==> config.mk <==
export PLATFORM = sky130hd
export DESIGN_NAME = shift_reg_arbiter_ctrl
export DESIGN_NICKNAME = d
export VERILOG_FILES = /design/src/rtl/shift_ctrl_pkg.sv /design/src/rtl/universal_shift_reg.sv /design/src/rtl/shift_reg_arbiter_ctrl.sv
export SDC_FILE = /design/constraint.sdc
export NUM_CORES = 1
export LEC_CHECK = 0
export ABC_CLOCK_PERIOD_IN_PS = 3400
export CAP_MARGIN = 25
export CORE_AREA = 8 8 45 47
export DETAILED_ROUTE_END_ITERATION = 10
export DIE_AREA = 0 0 53 55
export DONT_BUFFER_PORTS = 1
export MAX_ROUTING_LAYER = met4
export PLACE_DENSITY = 0.51
export SLEW_MARGIN = 0
export SYNTH_ARGS = -nofsm -noshare
export SYNTH_HDL_FRONTEND = slang
export SYNTH_SLANG_ARGS = --single-unit
export TNS_END_PERCENT = 5
==> constraint.sdc <==
create_clock -name clk -period 3.4 [get_ports clk]
set_input_delay 0.68 -clock clk [delete_from_list [all_inputs] [get_ports clk]]
set_output_delay 0.68 -clock clk [all_outputs]
set_load 0.005 [all_outputs]
==> src/rtl/shift_ctrl_pkg.sv <==
// Shared types and constants for the shift-register arbiter controller.
//   state_t   : controller FSM states (IDLE / SHIFT)
//   mode_t    : universal shift register operation select
//   DEF_WIDTH : default register width
//   rr_pick   : two-way round-robin winner select
package shift_ctrl_pkg;

  typedef enum logic {
    IDLE  = 1'b0,
    SHIFT = 1'b1
  } state_t;

  typedef logic [1:0] mode_t;

  localparam mode_t HOLD = 2'b00;
  localparam mode_t SHR  = 2'b01;
  localparam mode_t SHL  = 2'b10;
  localparam mode_t LOAD = 2'b11;

  localparam int DEF_WIDTH = 4;

  // Returns the index of the winning requester. With a single request the
  // requester wins outright; on a tie the one not granted last time wins.
  // Result is a don't-care when neither request is high.
  function automatic logic rr_pick(input logic r0, input logic r1,
                                   input logic last);
    logic w;
    w = 1'b0;
    if (r0 && r1) w = ~last;
    else if (r1)  w = 1'b1;
    return w;
  endfunction

endpackage

==> src/rtl/universal_shift_reg.sv <==
// Parameterized universal shift register.
//   clk   : rising-edge clock
//   rst   : asynchronous active-high reset, clears q
//   mode  : HOLD / SHR (toward bit 0) / SHL (toward MSB) / LOAD
//   din   : parallel load word
//   sin   : serial fill bit for either shift direction
//   q     : register contents
//   q_bar : bitwise inverse of q
module universal_shift_reg
  import shift_ctrl_pkg::*;
#(
  parameter int WIDTH = DEF_WIDTH
) (
  input  logic             clk,
  input  logic             rst,
  input  logic [1:0]       mode,
  input  logic [WIDTH-1:0] din,
  input  logic             sin,
  output logic [WIDTH-1:0] q,
  output logic [WIDTH-1:0] q_bar
);

  always_ff @(posedge clk or posedge rst) begin
    if (rst) begin
      q <= '0;
    end else begin
      case (mode)
        HOLD:    q <= q;
        SHR:     q <= {sin, q[WIDTH-1:1]};
        SHL:     q <= {q[WIDTH-2:0], sin};
        LOAD:    q <= din;
        default: q <= q;
      endcase
    end
  end

  assign q_bar = ~q;

endmodule

==> src/rtl/shift_reg_arbiter_ctrl.sv <==
// Round-robin controller sharing one shift register between two parallel
// producers and a single serial sink. A granted word is parallel-loaded,
// then shifted out LSB first over WIDTH cycles.
//   clk, rst        : clock, asynchronous active-high reset
//   req0/req1       : transfer requests, held until granted
//   din0/din1       : request words, sampled in the grant cycle
//   gnt0/gnt1       : one-cycle grant pulses (combinational on req)
//   sout/sout_valid : serial bit (q[0]) and its qualifier
//   owner           : requester whose word is shifting, 0 when idle
//   busy            : high while shifting
//   q/q_bar         : register contents and inverse
module shift_reg_arbiter_ctrl
  import shift_ctrl_pkg::*;
#(
  parameter int WIDTH = DEF_WIDTH
) (
  input  logic             clk,
  input  logic             rst,
  input  logic             req0,
  input  logic [WIDTH-1:0] din0,
  input  logic             req1,
  input  logic [WIDTH-1:0] din1,
  output logic             gnt0,
  output logic             gnt1,
  output logic             sout,
  output logic             sout_valid,
  output logic             owner,
  output logic             busy,
  output logic [WIDTH-1:0] q,
  output logic [WIDTH-1:0] q_bar
);

  localparam int CW = (WIDTH > 1) ? $clog2(WIDTH) : 1;

  state_t           state, state_nxt;
  logic             last_gnt;   // index of the requester granted last
  logic             own;
  logic [CW-1:0]    bit_cnt;
  logic             win;
  logic             grant;
  logic             last_bit;
  mode_t            mode;
  logic [WIDTH-1:0] load_word;

  // Arbitration is only live in IDLE; the rst gate keeps the Mealy grant
  // outputs quiet while the FSM is being held in reset.
  assign win      = rr_pick(req0, req1, last_gnt);
  assign grant    = (state == IDLE) && (req0 || req1) && !rst;
  assign last_bit = (state == SHIFT) && (bit_cnt == CW'(WIDTH - 1));

  assign gnt0 = grant && !win;
  assign gnt1 = grant &&  win;

  always_comb begin
    state_nxt = state;
    case (state)
      IDLE:    if (req0 || req1) state_nxt = SHIFT;
      SHIFT:   if (last_bit)     state_nxt = IDLE;
      default: state_nxt = IDLE;
    endcase
  end

  // Register operation: load on grant, shift right every SHIFT cycle,
  // otherwise hold. Zero fill empties the register by the last shift edge.
  always_comb begin
    mode      = HOLD;
    load_word = din0;
    if (grant) begin
      mode      = LOAD;
      load_word = win ? din1 : din0;
    end else if (state == SHIFT) begin
      mode = SHR;
    end
  end

  always_ff @(posedge clk or posedge rst) begin
    if (rst) begin
      state    <= IDLE;
      last_gnt <= 1'b1;   // requester 0 wins the first tie
      own      <= 1'b0;
      bit_cnt  <= '0;
    end else begin
      state <= state_nxt;
      if (grant) begin
        last_gnt <= win;
        own      <= win;
        bit_cnt  <= '0;
      end else if (state == SHIFT) begin
        if (last_bit) begin
          own     <= 1'b0;
          bit_cnt <= '0;
        end else begin
          bit_cnt <= bit_cnt + CW'(1);
        end
      end
    end
  end

  universal_shift_reg #(
    .WIDTH (WIDTH)
  ) u_sreg (
    .clk   (clk),
    .rst   (rst),
    .mode  (mode),
    .din   (load_word),
    .sin   (1'b0),
    .q     (q),
    .q_bar (q_bar)
  );

  assign sout       = q[0];
  assign sout_valid = (state == SHIFT);
  assign busy       = (state == SHIFT);
  assign owner      = own;

endmodule

==> results <==
- The final standard cell count with taps included and fillers excluded is 72.
- Ranked by total cell area, the synthesized netlist is headed by sky130_fd_sc_hd__dfrtp_1 37%, sky130_fd_sc_hd__mux2i_1 9.2%, sky130_fd_sc_hd__dfstp_2 4.8%.
- The critical path goes through nor2_4, and3_1.
- The total count of max-transition violations in the final report is 0.
- The area share of the largest cell type after synthesis is 36.9%.
- For this block, the routed nets add up to 1210 um of wire.
- The worst setup path is captured at an output pin.
- The worst pin sits at a relative slew slack of 56.4%.
- The Yosys step of the flow raised 0 warnings.
- STA classifies the critical path startpoint as a flip-flop.
- Once detailed placement completed, the half-perimeter wirelength came to 974 um.
- The clock slew at the register clock pins of the worst setup and hold paths is 60 ps.
- The count of clock tree sinks is 9.
- The min-delay analysis places its worst path in the category input port to async pin.
- The average via count per standard cell is 5.76.
- Counting the buffers created by CTS gives 3.
- The cell at the slowest stage of the critical path is sky130_fd_sc_hd__dfrtp_1.
- After synthesis the cells add up to 543 um^2.
- At the pin with the least slew margin, the transition time is 655 ps.
- The wire length of the first global-routing pass is 1840 um.
- The violation count after the first detailed-routing iteration is 8.
- The number of nets in the synthesized netlist is 69.
- For this design, the CTS-stage hold fixing added 0 buffers.
- TritonCTS built the clock tree.
- Once the floorplan was initialized, standard cells occupied 39.2% of the core.
- The total power per unit cell area is 821 nW/um^2.
- In this run the worst path has a maximum fanout of 17.
- The clock network latency to the later pin of the worst-skew pair is 260 ps.
- The final setup TNS is 0 ps.
- Setup repair after global routing left no endpoint under its margin.
- The root buffer cell chosen for the clock tree is sky130_fd_sc_hd__clkbuf_4.
- Entering global routing, the biggest net connects 18 pins.
- The top-level port count is 26.
- The longest individual stage delay on the worst path is 620 ps.
- The run finished with clean final reports.
- The DRC violation count after routing is 0.
- The fraction of the cycle the final worst path needs is 61.0%.
- Timing would allow up to 0.482 GHz.
- The area growth from synthesis to layout is 2.76%.
- The initial antenna violation count is 0.
- The gate family responsible for the most delay along the worst path is flip-flops.
- Measured along the y axis, the die boundary spans 55 um.
- The number of buffers on the longest clock path is 2.
- After the last flow step, the layout net total stands at 70.
- The critical path start-end classification is flip-flop to output pin.
- The number of buffer cells added on primary ports is 0.
- Global routing used 9.08% of the available tracks across all layers.
- Summed over all layers, the global routing overflow is 0.
- The number of buffers and inverters on the critical path is 0.
- After detailed routing, no signal wire sits above met4.
- Of the cells placed in the final design, the portion with a size suffix greater than 1 is 12.5%.
- The iteration count of the initial detailed-routing pass is 4.
- In this run the number of H-tree levels came out at 1.
- The number of buffers added for setup after CTS is 0.
- Measured along the x axis, the die boundary spans 53 um.
- The floorplan step defined a core boundary enclosing 1380 um^2.
- The number of hold violations in the final report is 0.
- The final weighted congestion of routability-driven global placement is 0.776.
- For the worst setup path, the data arrival time is 1390 ps.
- The detailed router put a total of 519 um of wire on met1.
- Summing the sequential cell areas from Yosys gives 41.7% of the chip area.
- STA puts the critical path data required time at 2720 ps.
- The average wire per standard cell is 16.7 um.
- The maximum VDD drop is 0.344 mV.
- The antenna diode instance count is 0.
- The count of antenna-violating nets left after detailed routing is 0.
- The total number of vias is 415.
- The overall die area is 2920 um^2.
- For the final database, setup skew stands at 5.78 ps.
- After floorplanning, the core was divided into 14 placement rows.
- For this design the static power due to leakage is 0.246 nW.
- In the detailed route, the total length drawn on met2 is 572 um.
- Setup violations remaining at the end of the flow were counted as 0.
- The largest total area in the synthesized netlist belongs to sky130_fd_sc_hd__dfrtp_1.
- The total instance count after detailed placement is 68.
- Wire segments on met3 add up to 91 um in the final route.
- The count of distinct cell types in the synthesized netlist is 26.
- Gates resized during post-CTS repair numbered 0.
- The synthesized netlist cell count is 56.
- The via count of the first global-routing pass is 392.
- Max-cap violations in this run came to 0.
- The per-instance average area after synthesis is 9.70 um^2.
- The synthesized design contains 9 register bits.
- The shortest period the worst path allows is 2070 ps.
-- cell families (layout without fill, tap and decap cells) --
logic type,after synthesis,in the layout,share of synthesized area (%)
compound gates,12,12,15.4
fa+ha+maj,1,1,2.30
buf+inv,10,10,9.91
flops,9,9,41.7
mux,5,5,9.22
simple gates,19,19,21.4
-- per-layer routing --
layer | global-route usage [%] | vias to the layer above
li1 | - | 197
met3 | 2.41 | 4
met5 | - | -
met2 | 13.3 | 14
met4 | 7.76 | 0
met1 | 10.1 | 200
-- power by group --
part           internal, mW  total [mW]  switching (mW)
clock                0.0452      0.0831          0.0379
combinational        0.0774       0.148          0.0702
sequential            0.156       0.228          0.0714
-- synth_stat cells (all sizes together) --
| library cell | instances |
|---|---|
| a21boi | 1 |
| a21oi | 1 |
| a31o | 1 |
| a31oi | 3 |
| and2 | 1 |
| and3 | 1 |
| buf | 4 |
| dfrtp | 8 |
| dfstp | 1 |
| ha | 1 |
| inv | 6 |
| mux2i | 5 |
| nand2 | 1 |
| nand2b | 1 |
| nand3 | 3 |
| nand3b | 2 |
| nand4 | 3 |
| nor2 | 4 |
| nor3b | 3 |
| o21ai | 4 |
| o21bai | 1 |
| o31a | 1 |
-- worst paths after layout --
path / startpoint / end / slack (ps) / depth (start not counted)
hold / removal: rst / u_sreg.q[2]$_DFFE_PP0P_ / 260 / 1
max in group asynchronous: rst / last_gnt$_DFFE_PP1P_ / 2840 / 1
setup / recovery: busy$_DFF_PP0_ / gnt0 / 1330 / 2
setup reg to reg: busy$_DFF_PP0_ / owner$_DFFE_PP0P_ / 1960 / 3
hold reg to reg: last_gnt$_DFFE_PP1P_ / last_gnt$_DFFE_PP1P_ / 480 / 2
min in group clk: last_gnt$_DFFE_PP1P_ / last_gnt$_DFFE_PP1P_ / 480 / 2
-- flip-flops by register name, summed over array words and instances, names as in the netlist --
register  cells
bit_cnt       2
owner         1
u_sreg.q      4
busy          1
last_gnt      1
-- layout by cell type (no fill, tap or decap), types with 2 or more instances in the layout --
| cell | Yosys | layout |
|---|---|---|
| sky130_fd_sc_hd__nand4_1 | 3 | 3 |
| sky130_fd_sc_hd__o21ai_1 | 3 | 3 |
| sky130_fd_sc_hd__nand3_1 | 3 | 3 |
| sky130_fd_sc_hd__nor3b_1 | 3 | 3 |
| sky130_fd_sc_hd__nand3b_1 | 2 | 2 |
| sky130_fd_sc_hd__mux2i_1 | 5 | 5 |
| sky130_fd_sc_hd__nor2_1 | 3 | 3 |
| sky130_fd_sc_hd__inv_1 | 6 | 6 |
| sky130_fd_sc_hd__dfrtp_1 | 8 | 8 |
| sky130_fd_sc_hd__a31oi_1 | 3 | 3 |
| sky130_fd_sc_hd__clkbuf_4 | 0 | 3 |
-- final cells by class --
class,count,area [um^2]
fillers,144,826
inverters,6,22.5
well taps,16,20.0
multi-input cells,37,263
flip-flops and latches,9,226
clock buffers,4,26.3
-- through the flow --
stage	power (mW)	worst slack [ps]	hold WS (ps)	util (%)	cell area, um^2
after floorplan	0.377	1650	453	-	543
after global placement	0.384	1590	480	38.4	532
after detailed placement	0.383	1580	475	38.4	532
after CTS	0.467	1300	279	40.3	558
after global routing	0.501	1210	295	40.3	558
final	0.458	1330	265	40.3	558
Note: power is estimated with default switching activity, not from simulation.
